$ cat src/rtl/uart_tx_arbiter.sv
// uart_tx_arbiter
// ----------------------------------------------------------------------------
// Shares one UART transmitter (tx_en / tx_din / tx_busy) between NUM_REQ
// byte producers. Requesters are served round-robin through a valid/ready
// handshake. Each accepted byte gets a one-cycle tx_en launch. The arbiter
// then waits for the transmitter to go busy and then idle again, and finally
// applies an optional inter-byte gap before it accepts the next byte.
//
// Parameters:
//   NUM_REQ     number of requesters (2..8)
//   DATA_W      byte width
//   ACK_TIMEOUT max cycles to wait for tx_busy to rise after a launch
//   GAP_CYCLES  idle cycles forced after tx_busy falls
//
// Ports:
//   sys_clk      system clock
//   sys_rst      synchronous, active-high reset
//   req_valid    per-requester byte valid
//   req_data     requester i byte at [i*DATA_W +: DATA_W]
//   req_last     (UART_ARB_LOCK_EN only) 0 keeps arbitration locked to the sender
//   req_ready    accept strobe, byte taken when valid & ready
//   grant        one-hot owner of the transmitter
//   tx_en        one-cycle launch strobe to the UART TX
//   tx_din       byte to transmit, holds until the next launch
//   tx_busy      transmitter busy
//   arb_busy     high whenever the FSM is not IDLE
//   err_timeout  one-cycle pulse when a launch is not acknowledged
//
// Optional feature macro: UART_ARB_LOCK_EN (requester lock via req_last).
// ----------------------------------------------------------------------------
module uart_tx_arbiter #(
  parameter int NUM_REQ     = 4,
  parameter int DATA_W      = 8,
  parameter int ACK_TIMEOUT = 16,
  parameter int GAP_CYCLES  = 0
) (
  input  logic                      sys_clk,
  input  logic                      sys_rst,
  input  logic [NUM_REQ-1:0]        req_valid,
  input  logic [NUM_REQ*DATA_W-1:0] req_data,
`ifdef UART_ARB_LOCK_EN
  input  logic [NUM_REQ-1:0]        req_last,
`endif
  output logic [NUM_REQ-1:0]        req_ready,
  output logic [NUM_REQ-1:0]        grant,
  output logic                      tx_en,
  output logic [DATA_W-1:0]         tx_din,
  input  logic                      tx_busy,
  output logic                      arb_busy,
  output logic                      err_timeout
);

  localparam int PTR_W   = $clog2(NUM_REQ);
  localparam int CNT_MAX = (ACK_TIMEOUT > GAP_CYCLES) ? ACK_TIMEOUT : GAP_CYCLES;
  localparam int CNT_W   = (CNT_MAX > 2) ? $clog2(CNT_MAX) : 1;

  typedef enum logic [2:0] {
    ST_IDLE,
    ST_LAUNCH,
    ST_WAIT_START,
    ST_WAIT_DONE,
    ST_GAP
  } state_t;

  state_t             state;
  state_t             state_next;
  logic [PTR_W-1:0]   rr_ptr;
  logic [CNT_W-1:0]   cnt;
  logic [NUM_REQ-1:0] eligible;
  logic [PTR_W-1:0]   winner;
  logic [PTR_W-1:0]   cand;
  logic               found;
  logic               accept;
  logic               timeout_hit;

`ifdef UART_ARB_LOCK_EN
  logic [NUM_REQ-1:0] lock_mask;
`endif

  // Round-robin search starting one past the last winner. While a lock is
  // held only the locked requester is eligible. Acceptance is suppressed
  // during reset so req_ready reads 0 while sys_rst is high.
  always_comb begin
    eligible = req_valid;
`ifdef UART_ARB_LOCK_EN
    if (|lock_mask) eligible = req_valid & lock_mask;
`endif
    found  = 1'b0;
    winner = '0;
    cand   = '0;
    for (int k = 1; k <= NUM_REQ; k++) begin
      cand = PTR_W'((int'(rr_ptr) + k) % NUM_REQ);
      if (!found && eligible[cand]) begin
        found  = 1'b1;
        winner = cand;
      end
    end
    accept      = (state == ST_IDLE) && !tx_busy && found && !sys_rst;
    req_ready   = accept ? (NUM_REQ'(1) << winner) : '0;
    timeout_hit = (state == ST_WAIT_START) && !tx_busy &&
                  (cnt == CNT_W'(ACK_TIMEOUT - 1));
  end

  // FSM state register.
  always_ff @(posedge sys_clk) begin
    if (sys_rst) state <= ST_IDLE;
    else         state <= state_next;
  end

  // Next-state logic plus the purely state-decoded outputs.
  always_comb begin
    state_next  = state;
    tx_en       = (state == ST_LAUNCH);
    arb_busy    = (state != ST_IDLE);
    err_timeout = timeout_hit;
    case (state)
      ST_IDLE:       if (accept) state_next = ST_LAUNCH;
      ST_LAUNCH:     state_next = ST_WAIT_START;
      ST_WAIT_START: begin
        if (tx_busy)          state_next = ST_WAIT_DONE;
        else if (timeout_hit) state_next = ST_IDLE;
      end
      ST_WAIT_DONE:  if (!tx_busy) state_next = (GAP_CYCLES > 0) ? ST_GAP : ST_IDLE;
      ST_GAP:        if (cnt == CNT_W'(GAP_CYCLES - 1)) state_next = ST_IDLE;
      default:       state_next = ST_IDLE;
    endcase
  end

  // Datapath. The byte is latched on the accepting edge and driven on tx_din
  // until the next acceptance. The shared counter clears on every state
  // change, so it restarts at 0 on entry to WAIT_START and to GAP. Its exit
  // compares stop it before it can wrap.
  always_ff @(posedge sys_clk) begin
    if (sys_rst) begin
      rr_ptr <= PTR_W'(NUM_REQ - 1);
      grant  <= '0;
      tx_din <= '0;
      cnt    <= '0;
    end else begin
      if (accept) begin
        rr_ptr <= winner;
        grant  <= NUM_REQ'(1) << winner;
        tx_din <= req_data[winner*DATA_W +: DATA_W];
      end else if (state_next == ST_IDLE || state_next == ST_GAP) begin
        grant  <= '0;
      end
      if (state_next != state)
        cnt <= '0;
      else if (state == ST_WAIT_START || state == ST_GAP)
        cnt <= cnt + CNT_W'(1);
    end
  end

`ifdef UART_ARB_LOCK_EN
  // Lock register. A byte accepted with req_last=0 pins arbitration to its
  // sender. A byte with req_last=1, a timeout or a reset releases the lock.
  always_ff @(posedge sys_clk) begin
    if (sys_rst || timeout_hit)
      lock_mask <= '0;
    else if (accept)
      lock_mask <= req_last[winner] ? '0 : (NUM_REQ'(1) << winner);
  end
`endif

endmodule
$ cat config.mk
export PLATFORM = sky130hd
export DESIGN_NAME = uart_tx_arbiter
export DESIGN_NICKNAME = d
export VERILOG_FILES = /design/src/rtl/uart_tx_arbiter.sv
export SDC_FILE = /design/constraint.sdc
export NUM_CORES = 1
export LEC_CHECK = 0
export ABC_AREA = 1
export CAP_MARGIN = 20
export CORE_MARGIN = 3
export CORE_UTILIZATION = 54
export DETAILED_ROUTE_END_ITERATION = 10
export DONT_BUFFER_PORTS = 1
export PLACE_DENSITY_LB_ADDON = 0.12
export SETUP_SLACK_MARGIN = 0.05
export SYNTH_ARGS = -nofsm -noshare
export SYNTH_HDL_FRONTEND = slang
export SYNTH_SLANG_ARGS = --single-unit
$ cat constraint.sdc
create_clock -name sys_clk -period 1.75 [get_ports sys_clk]
set_input_delay 0.175 -clock sys_clk [delete_from_list [all_inputs] [get_ports sys_clk]]
set_output_delay 0.175 -clock sys_clk [all_outputs]
set_load 0.03 [all_outputs]
* Word level (Yosys, flattened, before mapping)
Cells that the tools add are included.
Storage, ports and cells: register bits 21, input bits 39, output and inout port bits 19
Cells by class: $add $sub $neg 5, magnitude comparators 4, eq/ne operators 7, shifts and indexed selects 2, multiplexer cells 25, reduce and logical (&&, ||, !) cells 20
Operators by type and width (count):
- $shiftx A32 B6 Y8 | 1
- $mux W3 | 5
- $pmux W3 S5 | 1
- $lt A2 B3 Y1 const B | 4
- $mux W4 | 3
- $bmux W1 S2 | 4
- $logic_and A1 B1 Y1 | 8
- $mux W1 | 8
- $mux W2 | 4
- $eq A3 B2 Y1 const B | 2
- $eq A3 B3 Y1 const B | 2
- $logic_not A3 Y1 | 2
- $logic_not A1 Y1 | 5
- $add A2 B1 Y2 const B | 2
- $add A2 B2 Y2 const B | 2
- $add A4 B1 Y4 const B | 1
- $eq A4 B4 Y1 const B | 1
- $shl A1 B2 Y4 const A | 1
- $eq A3 B1 Y1 const B | 1
- $ne A3 B3 Y1 | 1
- $reduce_bool A3 Y1 | 1
- $logic_or A1 B1 Y1 | 2
- $reduce_bool A2 Y1 | 1
- $reduce_or A2 Y1 | 1

* Depth between registers and ports, before layout
depth after elaboration 21, mapped depth 17

* Worst setup path before layout
No wires, ideal clock.
path type register -> output, start reg rr_ptr[0], end out req_ready[1], arrival 1.650 ns, data required time 1.575 ns, setup slack -0.075 ns, cell stages (with the launch flop) 14, buffers on the path 1, path through dfxtp_1 -> inv_4 -> nand2_1 -> nand2_2 -> nand2_2 -> nand2_2 -> nor2_4 -> nand3_2 -> nand2_4 -> nand2_4 -> buf_6 -> nor2_4 -> nand2_1 -> inv_1
On the way: longest elaborated chain between the ends 16, elaborated cells on any way between the ends 30, classes of those cells add/sub: 4; shift: 1; mux: 17; reduce/logical: 8
Ends and longest elaborated chain:
- start, declared | line 67 | logic [PTR_W-1:0] rr_ptr;
- start signal, assigned | line 135 | rr_ptr <= PTR_W'(NUM_REQ - 1);
- start signal, assigned | line 141 | rr_ptr <= winner;
- $add A2 B1 Y2 | line 92 | cand = PTR_W'((int'(rr_ptr) + k) % NUM_REQ);
- $bmux W1 S2 | line 93 | if (!found && eligible[cand]) begin
- $mux W1 (not written as such) | line 93
- $mux W1 | line 93
- $logic_not A1 Y1 | line 93
- $logic_and A1 B1 Y1 | line 93
- $mux W1 | line 93
- $logic_not A1 Y1 | line 93
- $logic_and A1 B1 Y1 | line 93
- $mux W1 | line 93
- $logic_not A1 Y1 | line 93
- $logic_and A1 B1 Y1 | line 93
- $mux W1 | line 93
- $logic_and A1 B1 Y1 (2 in a row) | line 98 | accept = (state == ST_IDLE) && !tx_busy && found && !sys_rst;
- $mux W4 * | line 99 | req_ready = accept ? (NUM_REQ'(1) << winner) : '0;
- end, declared | line 44 | output logic [NUM_REQ-1:0] req_ready,
Every way passes the cells marked *; elsewhere a longest branch is shown, timed or not. The select of a mux whose other input is x is not followed.

* Worst setup path in the final report
start reg rr_ptr[0], end reg tx_din[4]
On the way: longest elaborated chain between the ends 15, elaborated cells on any way between the ends 29, classes of those cells add/sub: 4; shift: 1; mux: 16; reduce/logical: 8
Ends and longest elaborated chain:
- branches (longest 15 deep; another with $add A2 B1 Y2)
- end signal, assigned | line 143 | tx_din <= req_data[winner*DATA_W +: DATA_W];
- end, declared | line 47 | output logic [DATA_W-1:0] tx_din,
Parallel ways; which one is timed is not known. The select of a mux whose other input is x is not followed. A chain may end at the register's enable or synchronous reset.

==> run summary <==
Status = complete, but fails checks
Failing checks = negative setup slack
Commonest non-fill, non-tap cell in the layout = nand2_1
Routed via count = 1940
Worst path arrival time = 2.41 ns
Sum of negative setup slack = -5.47 ns
First-pass GRT wire length = 7070 um
HP Class = in -> reg
All-Layer GR Usage = 26.2%
Ys Warns = 0
CP max FO = 8
LEAKAGE = 1.16 nW
Post-layout instance area = 2320 um2
Fin worst setup slack = -0.464 ns
CTS Buf Count = 3
Worst-margin pin slew = 0.719 ns
Vias in the first global route = 1598
Pwr/cell area = 909 nW/um2
Peak VDD IR = 0.739 mV
Hold path startpoint = sys_rst
Area Overhead vs Synth = 54.5%
Critical Path RT = 1.95 ns
DR pass1 iterations = 4
Mapped Nets = 286
Nets = 339
Total power draw = 2.11 mW
Yosys cell types = 33
Hold path depth = 3
Clock skew = 0.00231 ns
CTS clk-pin slew, worst paths = 0.12 ns
Seq/Total Area, Yosys = 28.0%
Fin. Hold Viols = 0
Root buf cell = clkbuf_4
Share of layout cells above drive strength 1 = 44.6%
Die footprint = 3450 um2
Setup violations, final = 22
#FFs+latches synth = 21
Initial antenna violation count = 0
IO Count = 58
Relative slew slack = 51.6%
Syn Inst Count = 246
FMAX = 452 MHz
Core ar. = 2570 um2
# port buffers = 0
Drt wl/cell = 18.5 um
Worst-skew pair later-pin latency = 0.31 ns
CP endpoint kind = flop
Fin. max-slew vios = 0
FF-to-FF Start = rr_ptr[0]
RR Endpoint = tx_din[4]
Clock sink total = 21
Via/cell ratio = 5.91
Post-DRT Antenna Nets = 0
CTS tree = yes
Reg2Reg Depth = 16
Syn Std Cell Area = 1500 um2
Final Critical Period = 2.21 ns
Die Y = 58.8 um
Ant. Diodes = 0
Clock Tree Buf Depth = 2
R2R Setup Slk = -0.46 ns
Crit path kind = reg -> reg
Initial core utilization = 58.5%
RSZ-0062 raised after global routing = yes
DP Area = 1760 um2
Maxcap violations = 0
WHS Endpoint = tx_din[0]
Most frequent cells in the layout = nand2_1 (70), buf_4 (38), nor2_1 (24)
Drt initial violations = 194
Final worst-path cycle share = 126%
CP startpoint kind = flop
RD Place Congestion = 0.821
Gr ovfl total = 0
Post-Route WL = 6080 um
Pin count of the biggest net entering global routing = 14
Syn_area_per_cell = 6.11 um2
H-tree Lvls = 1
DRC = 0
DP HPWL = 2900 um
Die W = 58.8 um
Row cnt = 18
[cells by family after synthesis]
family | after synthesis | share of synthesized area (%)
buf+inv | 36 | 10.7
flops | 21 | 28.0
compound gates | 18 | 7.33
fa+ha+maj | 1 | 0.833
simple gates | 168 | 52.0
xor+xnor | 2 | 1.17
[worst max path at each step]
stage	start	end	cells after the start	slack, ns
2_1_floorplan	rr_ptr[1]	req_ready[1]	14	0.03
3_3_place_gp	rr_ptr[1]	req_ready[3]	12	-0.11
3_5_place_dp	rr_ptr[1]	req_ready[3]	12	-0.12
4_1_cts	rr_ptr[0]	req_ready[0]	10	-0.30
5_1_grt	rr_ptr[0]	tx_din[4]	16	-0.54
6_report	rr_ptr[0]	tx_din[4]	16	-0.46
[cell usage after synthesis, drive strengths merged]
cell	n	area, um2
nor2	33	158
xnor2	2	17.5
a21boi	1	7.51
inv	30	115
o21ai	5	28.8
o211ai	1	7.51
nor4	1	6.26
nand2	102	438
nand3	23	125
ha	1	12.5
nand2b	1	6.26
nand3b	1	7.51
a21oi	11	66.3
or2	1	6.26
dfxtp	21	420
clkbuf	3	12.5
nand4	3	18.8
nor3	3	15.0
buf	3	33.8
[per-stage QoR]
stage	utilization (%)	worst slack, ns	hold slack, ns	instances
after CTS	81.3	-0.299	0.00292	323
final	90.4	-0.464	0.0916	328
after global routing	90.4	-0.539	0.104	328
after detailed placement	68.6	-0.116	0.250	298
after floorplan	-	0.0262	0.393	246
after global placement	68.6	-0.106	0.249	298
[flip-flops by register name, summed over array words and instances (netlist names)]
signal  count
state       3
cnt         4
grant       4
tx_din      8
rr_ptr      2
[per-layer routing]
layer	GRT usage (%)	share of wire (%)	vias up
li1	-	-	869
met2	45.0	50	146
met4	5.50	5.5	0
met5	0	0	-
met1	31.8	35	890
met3	8.55	9.7	35
[where the power goes]
part	leakage (nW)	switching [mW]	internal, mW	total, mW
clock	0.0177	0.155	0.0855	0.241
combinational	0.968	0.701	0.527	1.23
sequential	0.172	0.118	0.525	0.642
total	1.16	0.973	1.14	2.11
[timing repair]
action                                  4_1_cts  5_1_grt
hold endpoints to repair                     13        1
gates cloned                                  0        0
hold buffers                                  1        1
buffers inserted                             20        7
endpoints found under the setup margin       20       24
gates resized for setup                      45       47
pin swaps                                    20       24
[area by class of cell]
class	count	area (um2)
clock buffers	3	22.5
multi-input cells	189	1180
flip-flops and latches	21	430
well taps	30	37.5
repair buffers	54	498
inverters	30	145
fillers	119	245
clock inverters	1	5.00
[critical path, stage by stage (launching register included)]
cell and delay, ns:
dfxtp_4 0.44, inv_8 0.07, nand2_4 0.07, nand2_4 0.06, nand2_4 0.09, nand2_4 0.07, nor2_4 0.16, nand3_4 0.11
nand3_4 0.12, nand2_8 0.09, buf_6 0.12, buf_6 0.11, buf_4 0.14, inv_2 0.08, nand3_1 0.11, nand3_1 0.16
nand2_1 0.10
Power figures use the tool's default switching activity.
